`src/rtl/decode_ctrl_stage.sv`:
```
// Registered RV32I control decoder: decodes one instruction into control bits and
// holds it in a single valid/ready entry. Optional M-extension MUL decode under DECODE_MEXT_EN.
module decode_ctrl_stage #(
    parameter int ALU_OP_W  = 4,
    parameter int ILL_CNT_W = 8
) (
    input  logic                 clk,
    input  logic                 rst,
    input  logic                 in_valid,
    output logic                 in_ready,
    input  logic [31:0]          in_instr,
    input  logic                 flush,
    output logic                 out_valid,
    input  logic                 out_ready,
    output logic                 out_alu_src,
    output logic                 out_mem_to_reg,
    output logic                 out_reg_write,
    output logic                 out_mem_read,
    output logic                 out_mem_write,
    output logic                 out_branch,
    output logic [ALU_OP_W-1:0]  out_alu_op,
    output logic [4:0]           out_rd,
    output logic [4:0]           out_rs1,
    output logic [4:0]           out_rs2,
    output logic                 out_illegal,
    output logic [ILL_CNT_W-1:0] ill_count
);
    localparam logic [ALU_OP_W-1:0] OP_ADD  = ALU_OP_W'(0);
    localparam logic [ALU_OP_W-1:0] OP_SUB  = ALU_OP_W'(1);
    localparam logic [ALU_OP_W-1:0] OP_AND  = ALU_OP_W'(2);
    localparam logic [ALU_OP_W-1:0] OP_OR   = ALU_OP_W'(3);
    localparam logic [ALU_OP_W-1:0] OP_XOR  = ALU_OP_W'(4);
    localparam logic [ALU_OP_W-1:0] OP_SLL  = ALU_OP_W'(5);
    localparam logic [ALU_OP_W-1:0] OP_SRL  = ALU_OP_W'(6);
    localparam logic [ALU_OP_W-1:0] OP_SRA  = ALU_OP_W'(7);
    localparam logic [ALU_OP_W-1:0] OP_SLT  = ALU_OP_W'(8);
    localparam logic [ALU_OP_W-1:0] OP_SLTU = ALU_OP_W'(9);
`ifdef DECODE_MEXT_EN
    localparam logic [ALU_OP_W-1:0] OP_MUL  = ALU_OP_W'(10);
`endif
    localparam logic [ALU_OP_W-1:0] OP_INV  = '1;

    logic [6:0] opc;
    logic [2:0] f3;
    logic [6:0] f7;
    logic       d_src, d_m2r, d_rw, d_mr, d_mw, d_br, d_ill;
    logic [ALU_OP_W-1:0] d_op;
    logic       capture;

    assign opc = in_instr[6:0];
    assign f3  = in_instr[14:12];
    assign f7  = in_instr[31:25];

    always_comb begin
        d_src = 1'b0;
        d_m2r = 1'b0;
        d_rw  = 1'b0;
        d_mr  = 1'b0;
        d_mw  = 1'b0;
        d_br  = 1'b0;
        d_ill = 1'b0;
        d_op  = OP_ADD;
        case (opc)
            7'b0110011: begin
                d_rw = 1'b1;
                case ({f7, f3})
                    10'b0000000_000: d_op = OP_ADD;
                    10'b0100000_000: d_op = OP_SUB;
                    10'b0000000_111: d_op = OP_AND;
                    10'b0000000_110: d_op = OP_OR;
                    10'b0000000_100: d_op = OP_XOR;
                    10'b0000000_001: d_op = OP_SLL;
                    10'b0000000_101: d_op = OP_SRL;
                    10'b0100000_101: d_op = OP_SRA;
                    10'b0000000_010: d_op = OP_SLT;
                    10'b0000000_011: d_op = OP_SLTU;
`ifdef DECODE_MEXT_EN
                    10'b0000001_000: d_op = OP_MUL;
`endif
                    default:         d_ill = 1'b1;
                endcase
            end
            7'b0010011: begin
                d_src = 1'b1;
                d_rw  = 1'b1;
                case (f3)
                    3'b000: d_op = OP_ADD;
                    3'b100: d_op = OP_XOR;
                    3'b110: d_op = OP_OR;
                    3'b111: d_op = OP_AND;
                    3'b010: d_op = OP_SLT;
                    3'b011: d_op = OP_SLTU;
                    3'b001: begin
                        d_op  = OP_SLL;
                        d_ill = (f7 != 7'b0000000);
                    end
                    default: begin
                        // f3 == 101: the funct7 field picks logical vs arithmetic shift
                        if (f7 == 7'b0000000)      d_op = OP_SRL;
                        else if (f7 == 7'b0100000) d_op = OP_SRA;
                        else                       d_ill = 1'b1;
                    end
                endcase
            end
            7'b0000011: begin
                d_src = 1'b1;
                d_mr  = 1'b1;
                d_m2r = 1'b1;
                d_rw  = 1'b1;
                d_ill = (f3 != 3'b010);
            end
            7'b0100011: begin
                d_src = 1'b1;
                d_mw  = 1'b1;
                d_ill = (f3 != 3'b010);
            end
            7'b1100011: begin
                d_br  = 1'b1;
                d_op  = OP_SUB;
                d_ill = (f3 != 3'b000) && (f3 != 3'b001);
            end
            default: d_ill = 1'b1;
        endcase
        if (d_ill) begin
            d_src = 1'b0;
            d_m2r = 1'b0;
            d_rw  = 1'b0;
            d_mr  = 1'b0;
            d_mw  = 1'b0;
            d_br  = 1'b0;
            d_op  = OP_INV;
        end else if (in_instr[11:7] == 5'd0) begin
            d_rw = 1'b0;
        end
    end

    // Valid/ready: a transfer happens on an edge where valid and ready are both high;
    // flush blocks acceptance and drops the held entry.
    assign in_ready = !rst && !flush && (!out_valid || out_ready);
    assign capture  = in_valid && in_ready;

    always_ff @(posedge clk or posedge rst) begin
        if (rst) begin
            out_valid      <= 1'b0;
            out_alu_src    <= 1'b0;
            out_mem_to_reg <= 1'b0;
            out_reg_write  <= 1'b0;
            out_mem_read   <= 1'b0;
            out_mem_write  <= 1'b0;
            out_branch     <= 1'b0;
            out_alu_op     <= '0;
            out_rd         <= '0;
            out_rs1        <= '0;
            out_rs2        <= '0;
            out_illegal    <= 1'b0;
        end else if (flush) begin
            out_valid <= 1'b0;
        end else if (capture) begin
            out_valid      <= 1'b1;
            out_alu_src    <= d_src;
            out_mem_to_reg <= d_m2r;
            out_reg_write  <= d_rw;
            out_mem_read   <= d_mr;
            out_mem_write  <= d_mw;
            out_branch     <= d_br;
            out_alu_op     <= d_op;
            out_rd         <= in_instr[11:7];
            out_rs1        <= in_instr[19:15];
            out_rs2        <= in_instr[24:20];
            out_illegal    <= d_ill;
        end else if (out_valid && out_ready) begin
            out_valid <= 1'b0;
        end
    end

    always_ff @(posedge clk or posedge rst) begin
        if (rst) begin
            ill_count <= '0;
        end else if (capture && d_ill && (ill_count != '1)) begin
            ill_count <= ill_count + ILL_CNT_W'(1);
        end
    end
endmodule
```
`config.mk`:
```
export PLATFORM = sky130hd
export DESIGN_NAME = decode_ctrl_stage
export DESIGN_NICKNAME = d
export VERILOG_FILES = /design/src/rtl/decode_ctrl_stage.sv
export SDC_FILE = /design/constraint.sdc
export NUM_CORES = 1
export LEC_CHECK = 0
export BUFFER_PORTS_ARGS = -buffer_cell sky130_fd_sc_hd__buf_2
export CORE_ASPECT_RATIO = 1.75
export CORE_MARGIN = 2
export CORE_UTILIZATION = 40
export CTS_CLUSTER_SIZE = 40
export DETAILED_ROUTE_END_ITERATION = 10
export PLACE_DENSITY = 0.69
export REMOVE_ABC_BUFFERS = 1
export SETUP_SLACK_MARGIN = 0.2
export SLEW_MARGIN = 5
export SYNTH_ARGS = -nofsm -noshare
export SYNTH_HDL_FRONTEND = slang
export SYNTH_SLANG_ARGS = --single-unit
```
`constraint.sdc`:
```
create_clock -name clk -period 2.95 [get_ports clk]
set_input_delay 0.1475 -clock clk [delete_from_list [all_inputs] [get_ports clk]]
set_output_delay 0.1475 -clock clk [all_outputs]
set_load 0.01 [all_outputs]
```
# Word-level counts from Yosys, hierarchy flattened
# Index checks and enable logic that the tools add are counted.
[word_totals]
regBits = 34
in_bits = 37
[classes]
addsub = 1
eq_ne = 24
n_mux = 25
bitwise_logic = 1
n_reduce_logical = 24
[op_table]
columns = ["operator", "n"]
rows = [
  ["equality test 10 x 3 -> 1 bit, second input constant", 4],
  ["one-hot mux 4 bit (9 select lines)", 1],
  ["one-hot mux 4 bit (7 select lines)", 1],
  ["equality test 7 x 6 -> 1 bit, second input constant", 3],
  ["equality test 10 x 2 -> 1 bit, second input constant", 2],
  ["equality test 10 x 9 -> 1 bit, second input constant", 2],
  ["two-way mux 1 bit", 17],
  ["one-hot mux 4 bit (3 select lines)", 1],
  ["equality test 10 x 1 -> 1 bit, second input constant", 1],
  ["zero test 10 bit", 1],
  ["OR reduction 10 bit", 1],
  ["equality test 3 bit, second input constant", 3],
  ["adder 8 x 1 -> 8 bit, second input constant", 1],
  ["!= test 8 bit, second input constant", 1],
  ["equality test 7 x 2 -> 1 bit, second input constant", 1],
  ["equality test 7 x 5 -> 1 bit, second input constant", 1],
  ["equality test 7 bit, second input constant", 1],
  ["logical AND 1 bit", 7],
  ["zero test 7 bit", 1],
  ["nonzero test 7 bit", 1],
  ["equality test 3 x 2 -> 1 bit, second input constant", 2],
  ["two-way mux 3 bit", 2],
  ["nonzero test 3 bit", 2],
  ["OR reduction 3 bit", 2],
  ["other kinds (14)", 16],
]

# Depth between registers and ports, before layout
# Gate-level depths: netlist (run 1).
[depth]
ltp_word = 7
depth_mapped = 8
ltp_nobuf = 6

# Worst setup path before layout (run 1)
# Ideal clock, no wire load.
[synth_timing]
path_kind = "flip-flop to flip-flop"
start = "register out_valid"
end = "register ill_count[1]"
setup_ns = 0.128
arrival_time_ns = 1.879
setup_slack_ns = 0.944
stages_incl_launch_ff = 7
period_less_slack_ns = 2.006
cell_sequence = "dfrtp_1 -> nand2b_1 -> nor3b_1 -> nand2_1 -> nor2_1 -> and2_1 -> mux2_1"
[synth_via]
elab_chain_cells = 6
[synth_lines]
columns = ["element", "line_no", "source"]
rows = [
  ["start, declared", "13", "output logic out_valid,"],
  ["start signal, assigned", "144", "out_valid <= 1'b0;"],
  ["start signal, assigned", "157", "out_valid <= 1'b0;"],
  ["start signal, assigned", "159", "out_valid <= 1'b1;"],
  ["zero test 1 bit", "139", "assign in_ready = !rst && !flush && (!out_valid || out_ready);"],
  ["logical OR 1 bit", "139", ""],
  ["logical AND 1 bit", "139", ""],
  ["net in_ready", "10", "output logic in_ready,"],
  ["logical AND 1 bit", "140", "assign capture = in_valid && in_ready;"],
  ["logical AND 1 bit (2 in series)", "179", "end else if (capture && d_ill && (ill_count != '1)) begin"],
  ["end signal, assigned", "180", "ill_count <= ill_count + ILL_CNT_W'(1);"],
  ["end, declared", "26", "output logic [ILL_CNT_W-1:0] ill_count"],
]
# The timed path passes the listed nets, and every way through them passes these cells.
# A chain may end at the register's enable or synchronous reset.

# Worst setup path after layout (run 1)
[layout_timing]
start = "input port rst"
end = "register ill_count[6]"
[layout_via]
elab_chain_cells = 6
[layout_lines]
columns = ["element", "line_no", "source"]
rows = [
  ["start, declared", "8", "input logic rst,"],
  ["zero test 1 bit (no line)", "-", ""],
  ["logical AND 1 bit (2 in series)", "139", ""],
  ["logical AND 1 bit", "140", ""],
  ["logical AND 1 bit (2 in series)", "179", ""],
]
# No other way between the ends.

==> key figures, run 1 <==
Cells and area
  – Highest-count cells in the layout ignoring fill and taps: buf_2 (72), dfrtp_1 (34), mux2_2 (15), nand2_1 (14), o21ai_0 (10)
  – ANT cells: 0
  – Nets: around 270
  – Layout area overhead: 31.9%
  – Most common cell after layout, fill and taps aside: buf_2
  – Final Cell Area: about 2200 um2
  – Layout cells sized above 1: 43.6%
  – # fillers: 402

Timing
  – RSZ-0062 raised after global routing: no
  – Final Cycle Share: 76.9%
  – Max_slew headroom: approximately two thirds
  – Slew Limit Fails: 0
  – Slew @ Worst Pin: about 0.50 ns
  – Setup TNS: 0 ns
  – Fmax: 441 MHz
  – Hold Vio Cnt, Final: 0
  – Crit path time final: 2.27 ns
  – # setup viols final: 0
  – Clock Skew: about 0.011 ns

Clocking
  – Post-CTS setup buffers: 0
  – Post-CTS Resized: 0
  – H-tree depth: 2
  – CTS Root Buffer Type: clkbuf_8
  – Sink Count: 34
  – CTS tree: done
  – Clock transition at path regs: 0.08 ns
  – Skew-Pair Late Insertion Delay: 0.29 ns
  – CTS buffer count: 5
  – CTS Buffer Depth: 2

Synth
  – Top FF cell, synth: dfrtp_1
  – Synth cell types: 43
  – Post-synthesis register bit count: 34
  – Post-synth EDFFs: 0
  – Sequential fraction of the synthesis area: 49.9%
  – Syn Std Cell Area: 1700 um2
  – Post-Syn Instances: 160
  – Ys async rst share: 100%
  – Yosys warning count: 0
  – Syn Area/Cell: 10.7 um2

Floorplan
  – Std cell rows: 31
  – Starting density of the core: 41.4%
  – Die width: 53.3 um
  – Total core area: 4110 um2
  – Io pins: 73
  – Die Y: 90.3 um
  – Die footprint: just under 5000 um2

Placed design
  – DP Area: approximately 2100 um2
  – IO Port Bufs: 72
  – RePlAce Congestion: 0.724
  – Final HPWL from detailed placement: 3240 um

Setup path
  – Worst EP required: between 3 and 4 ns
  – CP Data Arrival Time: between 2 and 2.5 ns
  – R2R cell count: 7
  – R2R setup slack: 0.74 ns
  – CP startpoint kind: input port
  – Worst Setup End Kind: flop
  – Worst reg2reg path startpoint: out_valid$_DFFE_PP0P_
  – CP Max Fanout: 24
  – Crit Path Category: in -> reg
  – Worst reg2reg endpoint: ill_count[6]$_DFFE_PP0P_

Pwr
  – Worst VDD drop: 0.622 mV
  – Static Leak: 1.07 nW
  – Pwr Density: 644 nW/um2

Global routing
  – Largest net degree at the start of global routing: 35
  – Number of global-route vias before repair: 1502
  – Global-route wire length before repair: 6800 um
  – Initial antenna violation count: 0
  – Total global routing overflow: 0
  – Total GRT Usage: 19.0%

Routing
  – Detailed-route vias per instance: 5.29
  – WL final: roughly 4200 um
  – Drt pass-1 iters: 5
  – Final routed DRC violation total: 0
  – WL/cell: 14.9 um
  – Post-route ant nets: 0
  – Initial drt markers: 19
  – Via count: 1497

Hold path
  – Hold Crit Endpoint: out_rs1[0]$_DFFE_PP0P_
  – Hold Crit Class: in -> reg
  – Hold path startpoint: in_instr[15]
  – Hold path depth: 2

Outcome
  – Status: completed

Run
  – Max_cap viols: 0
[cells in the mapped netlist (3+ instances only)]
cell type,n,area share (%)
buf_2,3,0.88
mux2_2,15,9.9
dfrtp_1,34,50
inv_1,6,1.3
a31oi_1,3,1.1
nand4_1,3,1.1
nand2_1,14,3.1
nand2b_1,5,1.8
nor2_1,5,1.1
nand3_1,6,1.8
a2111oi_0,3,1.5
a21oi_1,8,2.3
clkbuf_1,5,1.1
o21ai_0,10,2.9
xnor2_1,5,2.6
nor3_1,4,1.2
[kinds of logic (layout without fill, tap and decap cells)]
group | after synthesis | count (layout) | synth area share [%]
AOI/OAI and AO/OA | 35 | 35 | 14.0
buffers and inverters | 15 | 89 | 3.74
muxes | 17 | 17 | 11.2
xor gates and xnor gates | 7 | 7 | 3.60
DFF | 34 | 34 | 49.9
adders and majority gates | 1 | 1 | 0.734
and+or+nand+nor | 51 | 51 | 16.8
[worst max-delay path by stage]
stage	startpoint	end	slack (ns)	cells past startpoint
global placement	in_instr[26]	ill_count[1]$_DFFE_PP0P_	0.77	7
floorplan	out_valid$_DFFE_PP0P_	ill_count[1]$_DFFE_PP0P_	0.39	6
finish	rst	ill_count[6]$_DFFE_PP0P_	0.68	8
CTS	rst	ill_count[6]$_DFFE_PP0P_	0.65	8
detailed placement	out_valid$_DFFE_PP0P_	ill_count[6]$_DFFE_PP0P_	0.70	7
global route	rst	ill_count[6]$_DFFE_PP0P_	0.39	8
[critical path, cell delays in order]
cell,delay (ns)
dlygate4sd3_1,0.54
buf_2,0.13
nor3b_1,0.37
nand2_1,0.41
buf_4,0.36
nor3_1,0.26
a21oi_1,0.10
a31oi_1,0.15
[repair_timing]
action                                 in CTS  in global routing
hold buffers                                1                  0
endpoints found under the hold margin      34                  0
setup endpoints to repair                   0                  0
[layer usage]
metal / up-vias / global-route usage [%] / wire length [um]
li1: 721 / - / -
met5: - / 0 / 0
met3: 8 / 3.48 / 203
met1: 716 / 20.3 / 1440
met2: 52 / 34.1 / 2500
met4: 0 / 8.12 / 91
[layout make-up]
type	count	area (um2)	share of cell area, %
clock buffers	5	68.8	3.06
clock inverters	3	68.8	3.06
inverters	6	22.5	1.00
multi-input cells	111	790	35.1
flip-flops and latches	34	851	37.9
well taps	49	61.3	2.73
repair buffers	75	385	17.1
[metrics by stage]
step	hold slack, ns	power, W	utilization (%)	std cells	worst slack, ns
final	0.0899	0.00145	54.7	283	0.683
after global routing	0.0832	0.00152	54.7	283	0.391
after CTS	0.0843	0.00147	54.7	283	0.651
after detailed placement	0.283	0.000940	51.1	274	0.698
after global placement	0.278	0.000933	51.1	274	0.770
after floorplan	0.244	0.000779	-	151	0.390
[state kept, by name (all words and copies together), names as in the netlist, 4 cells and up]
signal,flops
ill_count,8
out_alu_op,4
out_rd,5
out_rs1,5
out_rs2,5
[power breakdown]
part	internal (W)	switching, W	total [W]	leakage [nW]
clock network	0.000339	0.000181	0.000520	0.0683
registers	0.000549	0.0000733	0.000622	0.414
logic	0.000152	0.000155	0.000306	0.589
total	0.00104	0.000409	0.00145	1.07
No activity file was read; power rests on OpenSTA's default activity.
==> run 2: changes to the inputs <==
clock period = 2.1 ns   (was 2.95 ns; I/O delays follow)
==> run 2 against run 1 <==
Worst hold slack worse by 0.070 ns. Critical path depth is 1 lower. Cell area is 1.7% higher. Cell count is 2.8% higher. Register-to-register slack worse by 0.36 ns. Global-route usage hardly changed. Sequential power is 40% higher. Clock skew is 0.0077 ns lower. Non-clock buffer count is 8 higher. Highest routed layer unchanged.
==> key figures, run 2 (synthesis gave the netlist of run 1 again) <==
Floorplan
  – Std cell rows: 31 (unchanged)
  – Io pins: 73 (unchanged)
  – Die width: 53.3 um (unchanged)
  – Total core area: 4110 um2 (unchanged)
  – Die Y: 90.3 um (unchanged)
  – Die footprint: 4820 um2 (unchanged)
  – Starting density of the core: 41.4% (unchanged)

Timing
  – Slew @ Worst Pin: 0.438 ns (-0.0638 ns)
  – RSZ-0062 raised after global routing: no
  – Hold Vio Cnt, Final: 0 (unchanged)
  – Slew Limit Fails: 0 (unchanged)
  – Crit path time final: between 1.5 and 2 ns
  – Final Cycle Share: 83.9%
  – # setup viols final: 0 (unchanged)
  – Clock Skew: 0.00304 ns (-0.00766 ns)
  – Max_slew headroom: 70.8% (+4.3 points)
  – Setup TNS: 0 ns (unchanged)
  – Fmax: about 570 MHz

Global routing
  – Largest net degree at the start of global routing: 35 (unchanged)
  – Total GRT Usage: 19.0% (about the same)
  – Initial antenna violation count: 0 (unchanged)
  – Number of global-route vias before repair: 1496 (-0.40%)
  – Global-route wire length before repair: 6740 um (-0.91%)
  – Total global routing overflow: 0 (unchanged)

Cells and area
  – Number of flip-flops in the largest register: 8 (unchanged)
  – Seq. cell area: 851 um2 (unchanged)
  – Nets: 279 (+3.0%)
  – Biggest register: ill_count
  – Layout area overhead: 34.1%
  – Final Non-Filler Cells: 291 (+2.8%)
  – Most common cell after layout, fill and taps aside: buf_2
  – Layout cells sized above 1: 45.9% (+2.3 points)
  – Footprint of the multi-input gates: 796 um2 (+0.79%)
  – # fillers: 419 (+4.2%)
  – Highest-count cells in the layout ignoring fill and taps: buf_2 (72), dfrtp_1 (34), mux2_2 (15), nand2_1 (14)
  – ANT cells: 0 (unchanged)

Setup path
  – CP startpoint kind: input port
  – R2R setup slack: 0.38 ns (-0.36 ns)
  – CP Max Fanout: 6 (-75%)
  – Worst Setup End Kind: flop
  – Buffer and inverter count on the worst path: 1 (-2)
  – CP max stage delay: 0.54 ns (about the same)
  – Worst-path cell chain: buf_2, or4_4, nor3_4, o21ai_1, a311o_1, or2_1, o41ai_2
  – Slowest CP cell: or4_4
  – Worst EP required: 2.28 ns (-0.88 ns)
  – CP Data Arrival Time: 1.94 ns (-0.54 ns)
  – Crit Path Category: in -> reg
  – Delay-heaviest family, CP: simple AND/OR/NAND/NOR gates

Routing
  – Final routed DRC violation total: 0 (unchanged)
  – Initial drt markers: 29 (+10)
  – Post-route ant nets: 0 (unchanged)
  – Detailed-route vias per instance: 5.22 (-1.4%)
  – Via count: 1518 (+1.4%)
  – Drt pass-1 iters: 4 (-1)
  – Wl on met1: 1410 um (-1.7%)
  – Routed wl met3: 214 um (+5.4%)
  – Met2 Routed Length: 2350 um (-6.1%)
  – WL/cell: 14.2 um (-4.8%)
  – Highest metal used: met4
  – WL final: 4140 um (-2.1%)

Pwr
  – Pwr Density: 817 nW/um2 (+27%)
  – Worst VDD drop: 0.682 mV (+9.7%)
  – Static Leak: 1.10 nW (+2.6%)

Placed design
  – Dpl cells: 282 (+2.9%)
  – IO Port Bufs: 72 (unchanged)
  – RePlAce Congestion: 0.813 (+12%)
  – Final HPWL from detailed placement: 3260 um (+0.65%)

Clocking
  – H-tree depth: 2 (unchanged)
  – Clock transition at path regs: 0.07 ns (about the same)
  – Post-CTS setup buffers: 0 (unchanged)
  – CTS Buffer Depth: 2 (unchanged)
  – CTS Root Buffer Type: clkbuf_8
  – Skew-Pair Late Insertion Delay: 0.28 ns (about the same)
  – CTS tree: done
  – CTS buffer count: 5 (unchanged)
  – Sink Count: 34 (unchanged)

Hold path
  – Hold Crit Class: in -> reg

Outcome
  – Status: completed

Run
  – Max_cap viols: 0 (unchanged)
[run 2: changes by cell type in the layout (fill, tap and decap cells not counted), sizes merged]
| cell | previous run | this run |
|---|---|---|
| buf | 74 | 82 |
| bufinv | 2 | 0 |
| clkbuf | 5 | 8 |
| clkinv | 1 | 0 |
[run 2: final timing paths]
path,from,depth (start not counted),endpoint
max in group asynchronous,rst,4,out_rs1[0]$_DFFE_PP0P_
worst min register to register,out_alu_op[2]$_DFFE_PP0P_,2,out_alu_op[2]$_DFFE_PP0P_
worst max register to register,out_valid$_DFFE_PP0P_,7,ill_count[6]$_DFFE_PP0P_
min in group asynchronous,rst,4,out_valid$_DFFE_PP0P_
worst max-delay path,in_instr[26],7,out_mem_read$_DFFE_PP0P_
worst min-delay path,flush,2,out_valid$_DFFE_PP0P_
[run 2: layout make-up]
| class | instances | share of cell area, % |
|---|---|---|
| Sequential cell | 34 | 37.2 |
| Multi-Input combinational cell | 111 | 34.8 |
| Timing Repair Buffer | 83 | 19.5 |
| Clock buffer | 8 | 4.82 |
| Tap cell | 49 | 2.68 |
| Inverter | 6 | 0.985 |
[run 2: report_power, final]
part	internal (W)	leakage, nW	switching, W
registers	0.000771	0.414	0.000101
clock network	0.000331	0.0575	0.000225
logic	0.000221	0.627	0.000218
[run 2: metrics by stage]
step / util [%] / hold slack, ns / setup WS [ns] / cell area [um2] / power [W]
floorplan: - / 0.201 / -0.460 / 1660 / 0.00109
global placement: 52.5 / 0.236 / 0.112 / 2160 / 0.00132
detailed placement: 52.5 / 0.234 / 0.0716 / 2160 / 0.00133
CTS: 55.4 / 0.0143 / 0.356 / 2280 / 0.00190
global route: 55.6 / 0.0208 / 0.205 / 2290 / 0.00197
finish: 55.6 / 0.0201 / 0.339 / 2290 / 0.00187
[run 2: worst register-to-register path, delay by kind of cell, from the launching register on]
kind | cells | cell delay [ns]
buffers and inverters | 1 | 0.27
AO/OA/AOI/OAI | 2 | 0.23
flip-flops | 1 | 0.37
AND/OR/NAND/NOR | 4 | 0.77
[run 2: what timing repair did]
action                                 in CTS  in global routing
resized for setup                           0                  2
setup endpoints to repair                   0                  2
endpoints found under the hold margin      34                  0
hold buffers                                1                  0
[run 2: routing by layer]
metal | GRT usage (%) | up-vias
met2 | 34.4 | 50
met3 | 3.97 | 12
met1 | 18.4 | 719
met5 | 0 | -
met4 | 10.7 | 0
li1 | - | 737
==> run 3: changes to the inputs <==
ABC_AREA = 1   (was unset)
clock period = 1.6 ns   (was 2.1 ns; I/O delays follow)
==> run 3 against run 2 <==
Worst hold slack worse by 0.015 ns. Wire length is 25% higher. Global-route usage is 0.10 points lower. Critical path depth is 1 higher. Via count is 43% higher. Cell count is 49% higher. Synthesized cell count is 78% higher. Sequential power is 24% higher. Area after synthesis is 20% higher. Setup slack worse by 0.12 ns.
==> key figures, run 3 <==
Floorplan
  – Die Y: 98.7 um (+9.2%)
  – Total core area: 4930 um2 (+20%)
  – Starting density of the core: 41.5% (+0.083 points)
  – Die width: 58.1 um (+8.9%)
  – Std cell rows: 34 (+9.7%)
  – Io pins: 73 (unchanged)
  – Die footprint: 5730 um2 (+19%)

Cells and area
  – Final Non-Filler Cells: 433 (+49%)
  – Nets: 416 (+49%)
  – Footprint of the multi-input gates: 1070 um2 (+35%)
  – Final Cell Area: 2770 um2 (+21%)
  – Seq. cell area: 851 um2 (unchanged)
  – Biggest register: ill_count
  – Highest-count cells in the layout ignoring fill and taps: nand2_1 (101), buf_2 (72), dfrtp_1 (34), nor2_1 (27), inv_1 (25)
  – # fillers: 490 (+17%)
  – Layout area overhead: 35.1%
  – Layout cells sized above 1: 33.0% (-13 points)
  – Most common cell after layout, fill and taps aside: nand2_1
  – Final Util: 56.1% (+0.51 points)
  – Number of flip-flops in the largest register: 8 (unchanged)
  – ANT cells: 0 (unchanged)

Clocking
  – CTS Buffer Depth: 2 (unchanged)
  – Skew-Pair Late Insertion Delay: 0.28 ns (about the same)
  – CTS Root Buffer Type: clkbuf_8
  – Clock transition at path regs: 0.07 ns (about the same)
  – CTS buffer count: 5 (unchanged)
  – Sink Count: 34 (unchanged)
  – CTS tree: done
  – H-tree depth: 2 (unchanged)

Setup path
  – Delay-heaviest family, CP: simple AND/OR/NAND/NOR gates
  – CP max stage delay: 0.40 ns (-0.14 ns)
  – Worst reg2reg endpoint: ill_count[3]$_DFFE_PP0P_
  – Slowest CP cell: dfrtp_1
  – CP Max Fanout: 7 (+1)
  – CP most frequent cell: nand2_1
  – R2R setup slack: 0.21 ns (-0.17 ns)
  – Worst EP required: 1.82 ns (-0.46 ns)
  – Worst Setup End Kind: flop
  – Crit Path Category: reg -> reg
  – CP startpoint kind: flop
  – Worst-path cell chain: ha_4, nand2_4, nor3_4, nand3_2, buf_6, nand3_4, nand2_1, nand2_1
  – R2R cell count: 8 (+1)
  – Worst reg2reg path startpoint: ill_count[1]$_DFFE_PP0P_
  – Buffer and inverter count on the worst path: 1 (unchanged)
  – CP Data Arrival Time: 1.60 ns (-0.34 ns)

Timing
  – Setup TNS: 0 ns (unchanged)
  – Crit path time final: 1.39 ns
  – Final Cycle Share: between 80% and 90%
  – RSZ-0062 raised after global routing: yes
  – Fmax: roughly 720 MHz
  – # setup viols final: 0 (unchanged)
  – Slew @ Worst Pin: 0.422 ns (-0.0162 ns)
  – Slew Limit Fails: 0 (unchanged)
  – Max_slew headroom: 71.9% (+1.1 points)
  – Clock Skew: 0.00523 ns (+0.00219 ns)
  – Hold Vio Cnt, Final: 0 (unchanged)

Hold path
  – Hold Crit Class: in -> reg
  – Hold path depth: 3 (+1)
  – Hold path startpoint: in_instr[16]
  – Hold Crit Endpoint: out_rs1[1]$_DFFE_PP0P_

Synth
  – Post-Syn Instances: 285 (+78%)
  – Top-area cell type share of the netlist area: 41.5% (-8.4 points)
  – Ys async rst share: 100% (unchanged)
  – Yosys warning count: 0 (unchanged)
  – Syn Std Cell Area: 2050 um2 (+20%)
  – Top FF cell, synth: dfrtp_1
  – Sequential fraction of the synthesis area: 41.5% (-8.4 points)
  – Post-synthesis register bit count: 34 (unchanged)
  – Synth top area cells: dfrtp_1 (42%), nand2_1 (20%), nor2_1 (5.3%)
  – Post-synth top cells: nand2_1 (107), dfrtp_1 (34), nor2_1 (29), inv_1 (25), nand3_1 (18)
  – Count leader, synth: nand2_1
  – Post-synth EDFFs: 0 (unchanged)
  – Synth cell types: 31 (-28%)
  – Syn Area/Cell: 7.19 um2 (-32%)
  – Dominant cell type by area after synthesis: dfrtp_1

Routing
  – WL/cell: 12.0 um (-16%)
  – Final routed DRC violation total: 0 (unchanged)
  – Via count: 2164 (+43%)
  – Routed wl met3: 206 um (-3.7%)
  – Detailed-route vias per instance: 5.00 (-4.2%)
  – Met2 Routed Length: 2920 um (+24%)
  – Drt pass-1 iters: 4 (unchanged)
  – Wl on met1: 1850 um (+31%)
  – WL final: 5190 um (+25%)
  – Highest metal used: met4
  – Post-route ant nets: 0 (unchanged)
  – Initial drt markers: 59 (+100%)

Global routing
  – Largest net degree at the start of global routing: 35 (unchanged)
  – Initial antenna violation count: 0 (unchanged)
  – Global-route wire length before repair: 8470 um (+26%)
  – Total GRT Usage: 18.9% (-0.10 points)
  – Number of global-route vias before repair: 2056 (+37%)
  – Total global routing overflow: 0 (unchanged)

Placed design
  – Dpl cells: 409 (+45%)
  – RePlAce Congestion: 0.811 (-0.31%)
  – Final HPWL from detailed placement: 3940 um (+21%)
  – DP Area: 2460 um2 (+14%)
  – IO Port Bufs: 72 (unchanged)

Pwr
  – Total design power: 0.00239 W (+28%)
  – Static Leak: 1.52 nW (+39%)
  – Worst VDD drop: 0.655 mV (-3.9%)
  – Pwr Density: 864 nW/um2 (+5.7%)

Outcome
  – Status: completed

Run
  – Max_cap viols: 0 (unchanged)
run 3: cell types whose count changed after synthesis, sizes merged, moves of 10 or more:
cell | before | now
nor2 | 5 | 36
nand2 | 14 | 109
nand4 | 3 | 13
inv | 6 | 32
nand3 | 6 | 23
mux2 | 16 | 0
run 3: kinds of logic after synthesis:
logic type | Yosys count | share of synthesized area, %
and+or+nand+nor | 193 | 43.7
AOI/OAI and AO/OA | 14 | 3.97
buffers and inverters | 39 | 8.55
DFF | 34 | 41.5
adders and majority gates | 1 | 0.610
xor gates and xnor gates | 4 | 1.71
run 3: worst max-delay path by stage:
| stage | start | endpoint | slack, ns | cells past startpoint |
|---|---|---|---|---|
| 2_1_floorplan | rst | ill_count[0]$_DFFE_PP0P_ | -0.90 | 8 |
| 3_3_place_gp | ill_count[1]$_DFFE_PP0P_ | ill_count[7]$_DFFE_PP0P_ | 0.05 | 8 |
| 3_5_place_dp | ill_count[1]$_DFFE_PP0P_ | ill_count[5]$_DFFE_PP0P_ | 0.04 | 8 |
| 4_1_cts | ill_count[1]$_DFFE_PP0P_ | ill_count[3]$_DFFE_PP0P_ | 0.20 | 8 |
| 5_1_grt | ill_count[1]$_DFFE_PP0P_ | ill_count[2]$_DFFE_PP0P_ | 0.13 | 8 |
| 6_report | ill_count[1]$_DFFE_PP0P_ | ill_count[3]$_DFFE_PP0P_ | 0.21 | 8 |
run 3: layout make-up:
| type | count | share of cell area (%) |
|---|---|---|
| timing repair buffer | 93 | 20.2 |
| tap | 54 | 2.44 |
| inverter | 32 | 4.52 |
| clock buffer | 7 | 3.12 |
| sequential | 34 | 30.7 |
| clock inverter | 1 | 0.181 |
| multi-input combinational | 212 | 38.8 |
run 3: what timing repair did:
action,CTS,global route
setup endpoints to repair,22,28
gates resized for setup,2,16
pin swaps,2,5
hold buffers,12,0
hold endpoints to repair,44,0
setup buffers,2,2
run 3: tightest hold or removal path, delay by kind of cell:
family	cells	cell delay (ns)
AND/OR/NAND/NOR	2	0.10
buffers and inverters	1	0.08
run 3: power breakdown:
group	internal, W	switching (W)	total, W	leakage, nW
registers	0.000982	0.000100	0.00108	0.427
logic	0.000305	0.000361	0.000666	1.05
clock network	0.000347	0.000297	0.000644	0.0482
run 3: routing by layer:
layer | up-vias | GRT usage [%]
li1 | 1094 | -
met1 | 991 | 18.2
met2 | 63 | 35.8
met3 | 16 | 2.89
met4 | 0 | 11.1
met5 | - | 0
run 3: through the flow:
stage / setup WS, ns / hold slack [ns]
floorplan: -0.902 / 0.166
detailed placement: 0.0363 / 0.223
CTS: 0.202 / 0.000458
global placement: 0.0462 / 0.221
finish: 0.215 / 0.00524
global route: 0.130 / 0.0189
